**src/rtl/comp_fiber_framer_tx.sv**
```systemverilog
// Fiber link transmit framer: packs 48-bit payload words into 4-word frames
// (comma + frame count, then three 16-bit payload slices) for an 8b10b GTX lane.
module comp_fiber_framer_tx #(
  parameter logic [47:0] IDLE_PAYLOAD = 48'h000000000000,
  parameter int          CNT_W        = 16
) (
  input  logic             cmp_tx_clk160,
  input  logic             rst_n,
  input  logic             en,
  input  logic [47:0]      in_data,
  input  logic             in_valid,
  output logic             in_ready,
  input  logic             ltncy_req,
  output logic [15:0]      tx_data,
  output logic [1:0]       tx_charisk,
  output logic             frame_start,
  output logic             ltncy_pend,
  output logic             underrun,
  output logic [CNT_W-1:0] underrun_cnt,
  output logic [CNT_W-1:0] frame_cnt,
  output logic [1:0]       phase_dbg
);

  // Handshake: a word transfers on a rising edge where in_valid and in_ready
  // are both high; in_ready is registered and means "holding register empty".

  typedef enum logic [1:0] {PH0, PH1, PH2, PH3} phase_t;

  phase_t           phase;
  logic [47:0]      payload;
  logic [47:0]      hold_data;
  logic             hold_full;

  logic             boundary;
  logic             xfer;
  logic             take_hold;
  logic             take_bypass;
  logic             starve;
  logic             load_hold;
  logic             hold_full_next;
  logic             mark;
  logic [CNT_W-1:0] fcnt_next;
  logic [47:0]      next_payload;

  assign phase_dbg = phase;

  always_comb begin
    boundary    = (phase == PH3);
    xfer        = in_valid && in_ready;
    take_hold   = boundary && en && hold_full;
    take_bypass = boundary && en && !hold_full && xfer;
    starve      = boundary && en && !hold_full && !xfer;
    // A transfer that is not consumed directly by a starting frame is never
    // dropped; with en low at the boundary it still lands in the holding reg.
    load_hold   = xfer && !(boundary && en);
    hold_full_next = hold_full;
    if (load_hold)      hold_full_next = 1'b1;
    else if (take_hold) hold_full_next = 1'b0;
    mark      = ltncy_pend || ltncy_req;
    fcnt_next = frame_cnt + 1'b1;
    next_payload = IDLE_PAYLOAD;
    if (take_hold)        next_payload = hold_data;
    else if (take_bypass) next_payload = in_data;
  end

  always_ff @(posedge cmp_tx_clk160 or negedge rst_n) begin
    if (!rst_n) begin
      phase        <= PH0;
      tx_data      <= 16'h00BC;
      tx_charisk   <= 2'b01;
      frame_start  <= 1'b1;
      payload      <= IDLE_PAYLOAD;
      hold_data    <= '0;
      hold_full    <= 1'b0;
      in_ready     <= 1'b0;
      ltncy_pend   <= 1'b0;
      underrun     <= 1'b0;
      underrun_cnt <= '0;
      frame_cnt    <= '0;
    end else begin
      hold_full <= hold_full_next;
      in_ready  <= !hold_full_next;
      if (load_hold) hold_data <= in_data;
      underrun <= starve;
      if (starve && (underrun_cnt != '1)) underrun_cnt <= underrun_cnt + 1'b1;
      ltncy_pend <= boundary ? 1'b0 : (ltncy_pend || ltncy_req);
      case (phase)
        PH0: begin
          phase       <= PH1;
          tx_data     <= payload[15:0];
          tx_charisk  <= 2'b00;
          frame_start <= 1'b0;
        end
        PH1: begin
          phase       <= PH2;
          tx_data     <= payload[31:16];
          tx_charisk  <= 2'b00;
          frame_start <= 1'b0;
        end
        PH2: begin
          phase       <= PH3;
          tx_data     <= payload[47:32];
          tx_charisk  <= 2'b00;
          frame_start <= 1'b0;
        end
        default: begin
          // Word 0 carries the count of the frame that starts on this edge.
          phase       <= PH0;
          payload     <= next_payload;
          frame_cnt   <= fcnt_next;
          tx_data     <= {8'(fcnt_next), (mark ? 8'hFC : 8'hBC)};
          tx_charisk  <= 2'b01;
          frame_start <= 1'b1;
        end
      endcase
    end
  end

endmodule

```
**config.mk**
```make
export PLATFORM = sky130hd
export DESIGN_NAME = comp_fiber_framer_tx
export DESIGN_NICKNAME = d
export VERILOG_FILES = /design/src/rtl/comp_fiber_framer_tx.sv
export SDC_FILE = /design/constraint.sdc
export NUM_CORES = 1
export LEC_CHECK = 0
export ABC_CLOCK_PERIOD_IN_PS = 1600
export BUFFER_PORTS_ARGS = -buffer_cell sky130_fd_sc_hd__buf_2
export CORE_ASPECT_RATIO = 0.6
export CORE_UTILIZATION = 40
export CTS_CLUSTER_DIAMETER = 120
export CTS_CLUSTER_SIZE = 24
export DETAILED_ROUTE_END_ITERATION = 7
export HOLD_SLACK_MARGIN = 0.08
export PLACE_DENSITY_LB_ADDON = 0.12
export SLEW_MARGIN = 20
export SYNTH_ARGS = -nofsm -noshare
export SYNTH_HDL_FRONTEND = slang
export SYNTH_SLANG_ARGS = --single-unit
```
**constraint.sdc**
```tcl
create_clock -name cmp_tx_clk160 -period 1.6 [get_ports cmp_tx_clk160]
set_input_delay 0.32 -clock cmp_tx_clk160 [delete_from_list [all_inputs] [get_ports cmp_tx_clk160]]
set_output_delay 0.32 -clock cmp_tx_clk160 [all_outputs]
set_load 0.02 [all_outputs]
```
# Word level (Yosys, flattened, before mapping)
# Index checks and enable logic that the tools add are counted.
word_totals:
  in_bits: 53
  regBits: 153
  out_inout_bits: 56
  word_cells: 43
op_classes:
  add_sub_neg: 2
  n_mux: 10
  eq_ne: 4
  n_reduce_logical: 15
ops:
  columns: ["cell", "count"]
  rows:
  - ["2-to-1 mux 48 bit", 2]
  - ["case mux 16 bit (3 select lines)", 1]
  - ["adder 16 x 1 -> 16 bit, second input constant", 2]
  - ["!= test 16 bit, second input constant", 1]
  - ["logical AND 1 bit", 8]
  - ["2-to-1 mux 7 bit", 1]
  - ["case mux 2 bit (3 select lines)", 1]
  - ["2-to-1 mux 1 bit", 5]
  - ["equality test 2 bit, second input constant", 2]
  - ["zero test 1 bit", 4]
  - ["OR reduction 3 bit", 1]
  - ["equality test 2 x 1 -> 1 bit, second input constant", 1]
  - ["zero test 2 bit", 1]
  - ["logical OR 1 bit", 1]

# Logic depth before layout (Yosys ltp)
logic_depth:
  ltp_word: 6
  mapped_depth: 6

# Worst setup path before layout
# Ideal clock, no wire load.
synth_path:
  kind: "register to register"
  from: "register underrun_cnt[0]"
  to: "register underrun_cnt[1]"
  path_stages_with_launch: 6
  t_arrival_ps: 1711
  setup_time_ps: 125
  setup_slack_ps: -236
  path_cell_list: "dfrtp_1 > ha_1 > nand3_1 > nor4_2 > nor2_2 > mux2_4"
synth_via:
  elab_chain_cells: 2
  elab_cells_between_ends: 3
synth_lines:
  columns: ["element", "line_no", "rtl"]
  rows:
  - ["from (decl)", "19", "output logic [CNT_W-1:0] underrun_cnt,"]
  - ["from (signal assigned)", "85", "if (starve && (underrun_cnt != '1)) underrun_cnt <= underrun_cnt + 1'b1;"]
  - ["parallel branches: the longest is 2 deep, another holds adder 16 x 1 -> 16 bit", null, null]
# Parallel ways; which one is timed is not known.
# A chain may end at the register's enable or synchronous reset.

# Final worst setup path
layout_path:
  from: "register phase[1], in the netlist phase_dbg[1]"
  to: "register tx_data[13]"
layout_via:
  elab_chain_cells: 2
  elab_cells_between_ends: 4
layout_lines:
  columns: ["element", "line_no", "rtl"]
  rows:
  - ["from (decl)", "29", "phase_t phase;"]
  - ["from (signal assigned)", "68", "phase <= PH0;"]
  - ["from (signal assigned)", "89", "phase <= PH1;"]
  - ["from (signal assigned)", "95", "phase <= PH2;"]
  - ["equality test 2 bit, or another cell as far along", "87", "case (phase)"]
  - ["case mux 16 bit (3 select lines) (*)", "87", null]
  - ["to (signal assigned)", "90", "tx_data <= payload[15:0];"]
  - ["to (signal assigned)", "96", "tx_data <= payload[31:16];"]
  - ["to (signal assigned)", "102", "tx_data <= payload[47:32];"]
  - ["to (decl)", "14", "output logic [15:0] tx_data,"]
# Mark *: on every way between the ends. The rest lies on a longest branch, timed or not.

==> impl_metrics.py <==
metrics = {
    "floorplanning": {
        "fp.coreArea_mm2": 0.0155,
        "pin_count": 109,
        "die-area_mm2": 0.0166,
        "start_util_pct": 41.5,
        "rows": 35,
        "die_h_um": 100,
        "die_x_um": 166,
    },
    "critical_path": {
        "endpoint_kind": "flip-flop",
        "worstPathArrival_ns": 2.06,
        "crit_path_max_fanout": 4,
        "start_kind": "flip-flop",
        "critPathKind": "reg2reg",
        "crit_slowest_cell": "a222oi_1",
        "slowest_delay_ns": 0.69,
        "crit_required_ns": 1.90,
        "cp_cell_sequence": "inv_4 > ha_4 > a222oi_1 > buf_4 > mux2i_1",
    },
    "synth": {
        "post-synth-top-count-cell": "dfrtp_1",
        "synth_top_area_cell": "dfrtp_1",
        "yosys_most_used_dff": "dfrtp_1",
        "synthArstFlopShare_pct": 100,
        "synthesis.area_mm2": 0.00643,
        "synthCells": 492,
        "synthTopCellsByArea": "dfrtp_1 (56%), mux2_2 (8.6%), a221o_1 (7.5%)",
        "synthTopCellsByCount": "dfrtp_1 (145), mux2_2 (49), a221o_1 (48), and2_0 (25), and2_1 (24)",
        "synth.top_cell.area_share_pct": 56.5,
        "ys_ff_latch": 151,
        "synth_enable_flop_cells": 0,
        "yosysSeqAreaShare_pct": 58.9,
        "synth_nets": 551,
        "syn_avg_cell_area_um2": 13.1,
        "synth.distinct_cells": 44,
        "synth_warnings": 0,
    },
    "sta": {
        "rsz0062_at_grt": "true",
        "period_needed_ns": 1.76,
        "slew_violations": 0,
        "tightest_slew_ns": 0.754,
        "finalClockSkew_ns": 0.0132,
        "setup_viol": 58,
        "whs_ns": 0.143,
        "timing.slew.headroom_pct": 49.8,
        "fin_ws_ns": -0.164,
        "max_freq_ghz": 0.567,
        "setup-tns-final_ns": -4.76,
        "hold_viol_final": 0,
        "post-route-period-util_pct": 110,
    },
    "clocking": {
        "cts_htree_levels": 4,
        "cts_buffers": 17,
        "cts_buffer_depth": 2,
        "clock-sinks": 151,
        "root_buffer": "clkbuf_16",
        "insertion_delay_ns": 0.42,
        "clk_pin_slew_ns": 0.06,
        "cts_tree": "done",
    },
    "global_route": {
        "grt_max_degree": 52,
        "grt_overflow": 0,
        "first_global_vias": 4744,
        "grt_pass1_wl_um": 26800,
        "antenna_found_initial": 0,
        "grt.total_usage_pct": 21.5,
    },
    "layout": {
        "antenna_cells": 0,
        "drive_gt1_share_pct": 52.3,
        "multi_input_area_mm2": 0.00309,
        "finalNetCount": 731,
        "area.sequential_mm2": 0.00380,
        "fillers": 1263,
        "syn_to_final_growth_pct": 43.4,
    },
    "drt": {
        "first_pass_iters": 8,
        "post-route-drc-count": 14,
        "dr.max_layer_used": "met4",
        "route.met2.wl_um": 7610,
        "via_per_inst": 5.57,
        "routed_wl_um": 19000,
        "wl_per_cell_um": 21.4,
        "antenna_left": 0,
        "vias": 4948,
        "wl_met1_um": 9500,
        "first_iter_violations": 485,
        "routed-wl-met3_um": 1790,
    },
    "power": {
        "power_density_mw_per_mm2": 1150,
        "peakVddDrop_uv": 683,
        "p_leak_nw": 4.43,
    },
    "placed_design": {
        "dp_slack_ns": -0.276,
        "gp_congestion": 0.801,
        "dp_hpwl_um": 11300,
        "port_buffers": 107,
    },
    "status": {
        "violations": "design-rule violations, negative setup slack",
        "outcome": "complete, but fails checks",
    },
    "hold_path": {
        "min_path_type": "in2reg",
    },
    "run": {
        "drv_cap": 0,
    },
}
## per-layer routing
metal | vias to the layer above | track usage, %
met5 | - | 0
met3 | 11 | 5.80
li1 | 2199 | -
met2 | 231 | 29.4
met4 | 0 | 5.61
met1 | 2507 | 33.2
## critical path: cells and delay by family (launching register included)
kind                       cells  cell delay (ns)
AOI/OAI and AO/OA              1             0.69
adders and majority gates      1             0.18
buffers and inverters          2             0.29
DFF                            1             0.44
muxes                          1             0.06
## flip-flops by register name, summed over array words and instances (netlist names)
register and cells:
in_ready 1, ltncy_pend 1, tx_data 16, phase_dbg 2
underrun 1, underrun_cnt 16, tx_charisk 1, frame_cnt 16
payload 48, hold_full 1, hold_data 48
## layout make-up
type,count,share of cell area [%]
clock buffer,19,4.91
clock inverter,13,1.56
inverter,5,0.258
multi-input combinational,310,33.5
sequential,151,41.2
tap,203,2.76
timing repair buffer,187,15.8
## cell usage in the layout (no fill, tap or decap), types with 15 or more instances in the layout
| cell type | count |
|---|---|
| clkbuf_16 | 23 |
| dfrtp_1 | 135 |
| buf_2 | 106 |
| and2_4 | 30 |
| xor2_1 | 16 |
| xnor2_1 | 18 |
| nand2_1 | 15 |
| mux2_4 | 48 |
| buf_4 | 52 |
| a221o_1 | 48 |
## metrics by stage
step | std cells | cell area (um2) | power (mW) | utilization (%)
4_1_cts | 870 | 8550 | 10.3 | 55.1
5_1_grt | 888 | 9220 | 11.0 | 59.5
6_report | 888 | 9220 | 10.6 | 59.5
3_3_place_gp | 826 | 7660 | 6.13 | 49.4
3_5_place_dp | 826 | 7660 | 6.20 | 49.4
2_1_floorplan | 492 | 6510 | 5.56 | -
## report_power, final
part | switching [mW] | leakage, nW | internal [mW]
registers | 0.415 | 1.89 | 4.44
clock network | 1.63 | 0.282 | 2.39
logic | 0.702 | 2.26 | 1.02
## worst paths after layout
path                                from             to  slack, ns  depth (start not counted)
setup / recovery            phase_dbg[1]    tx_data[13]      -0.16                          5
hold / removal               in_data[35]    payload[35]       0.14                          2
max in group asynchronous          rst_n    payload[42]       0.63                          3
hold reg to reg            frame_cnt[15]  frame_cnt[15]       0.47                          1
min in group asynchronous          rst_n  hold_data[34]       0.36                          2
setup reg to reg            phase_dbg[1]    tx_data[13]      -0.16                          5
## kinds of logic (layout without fill, tap and decap cells)
logic type | Yosys count | count (layout) | share of synthesized area, %
AOI/OAI and AO/OA | 83 | 83 | 11.5
xor gates and xnor gates | 34 | 34 | 4.63
adders and majority gates | 6 | 6 | 1.17
buffers and inverters | 38 | 224 | 2.65
DFF | 151 | 151 | 58.9
muxes | 57 | 57 | 9.91
other | 1 | 1 | 0.0583
and+or+nand+nor | 122 | 129 | 11.2
## what timing repair did
action	CTS	global route
hold buffers	1	0
gates resized for setup	33	116
hold endpoints to repair	28	0
gates cloned	3	12
endpoints found under the setup margin	64	113
pin swaps	17	45
setup buffers	8	7
Note: power is estimated with default switching activity, not from simulation.
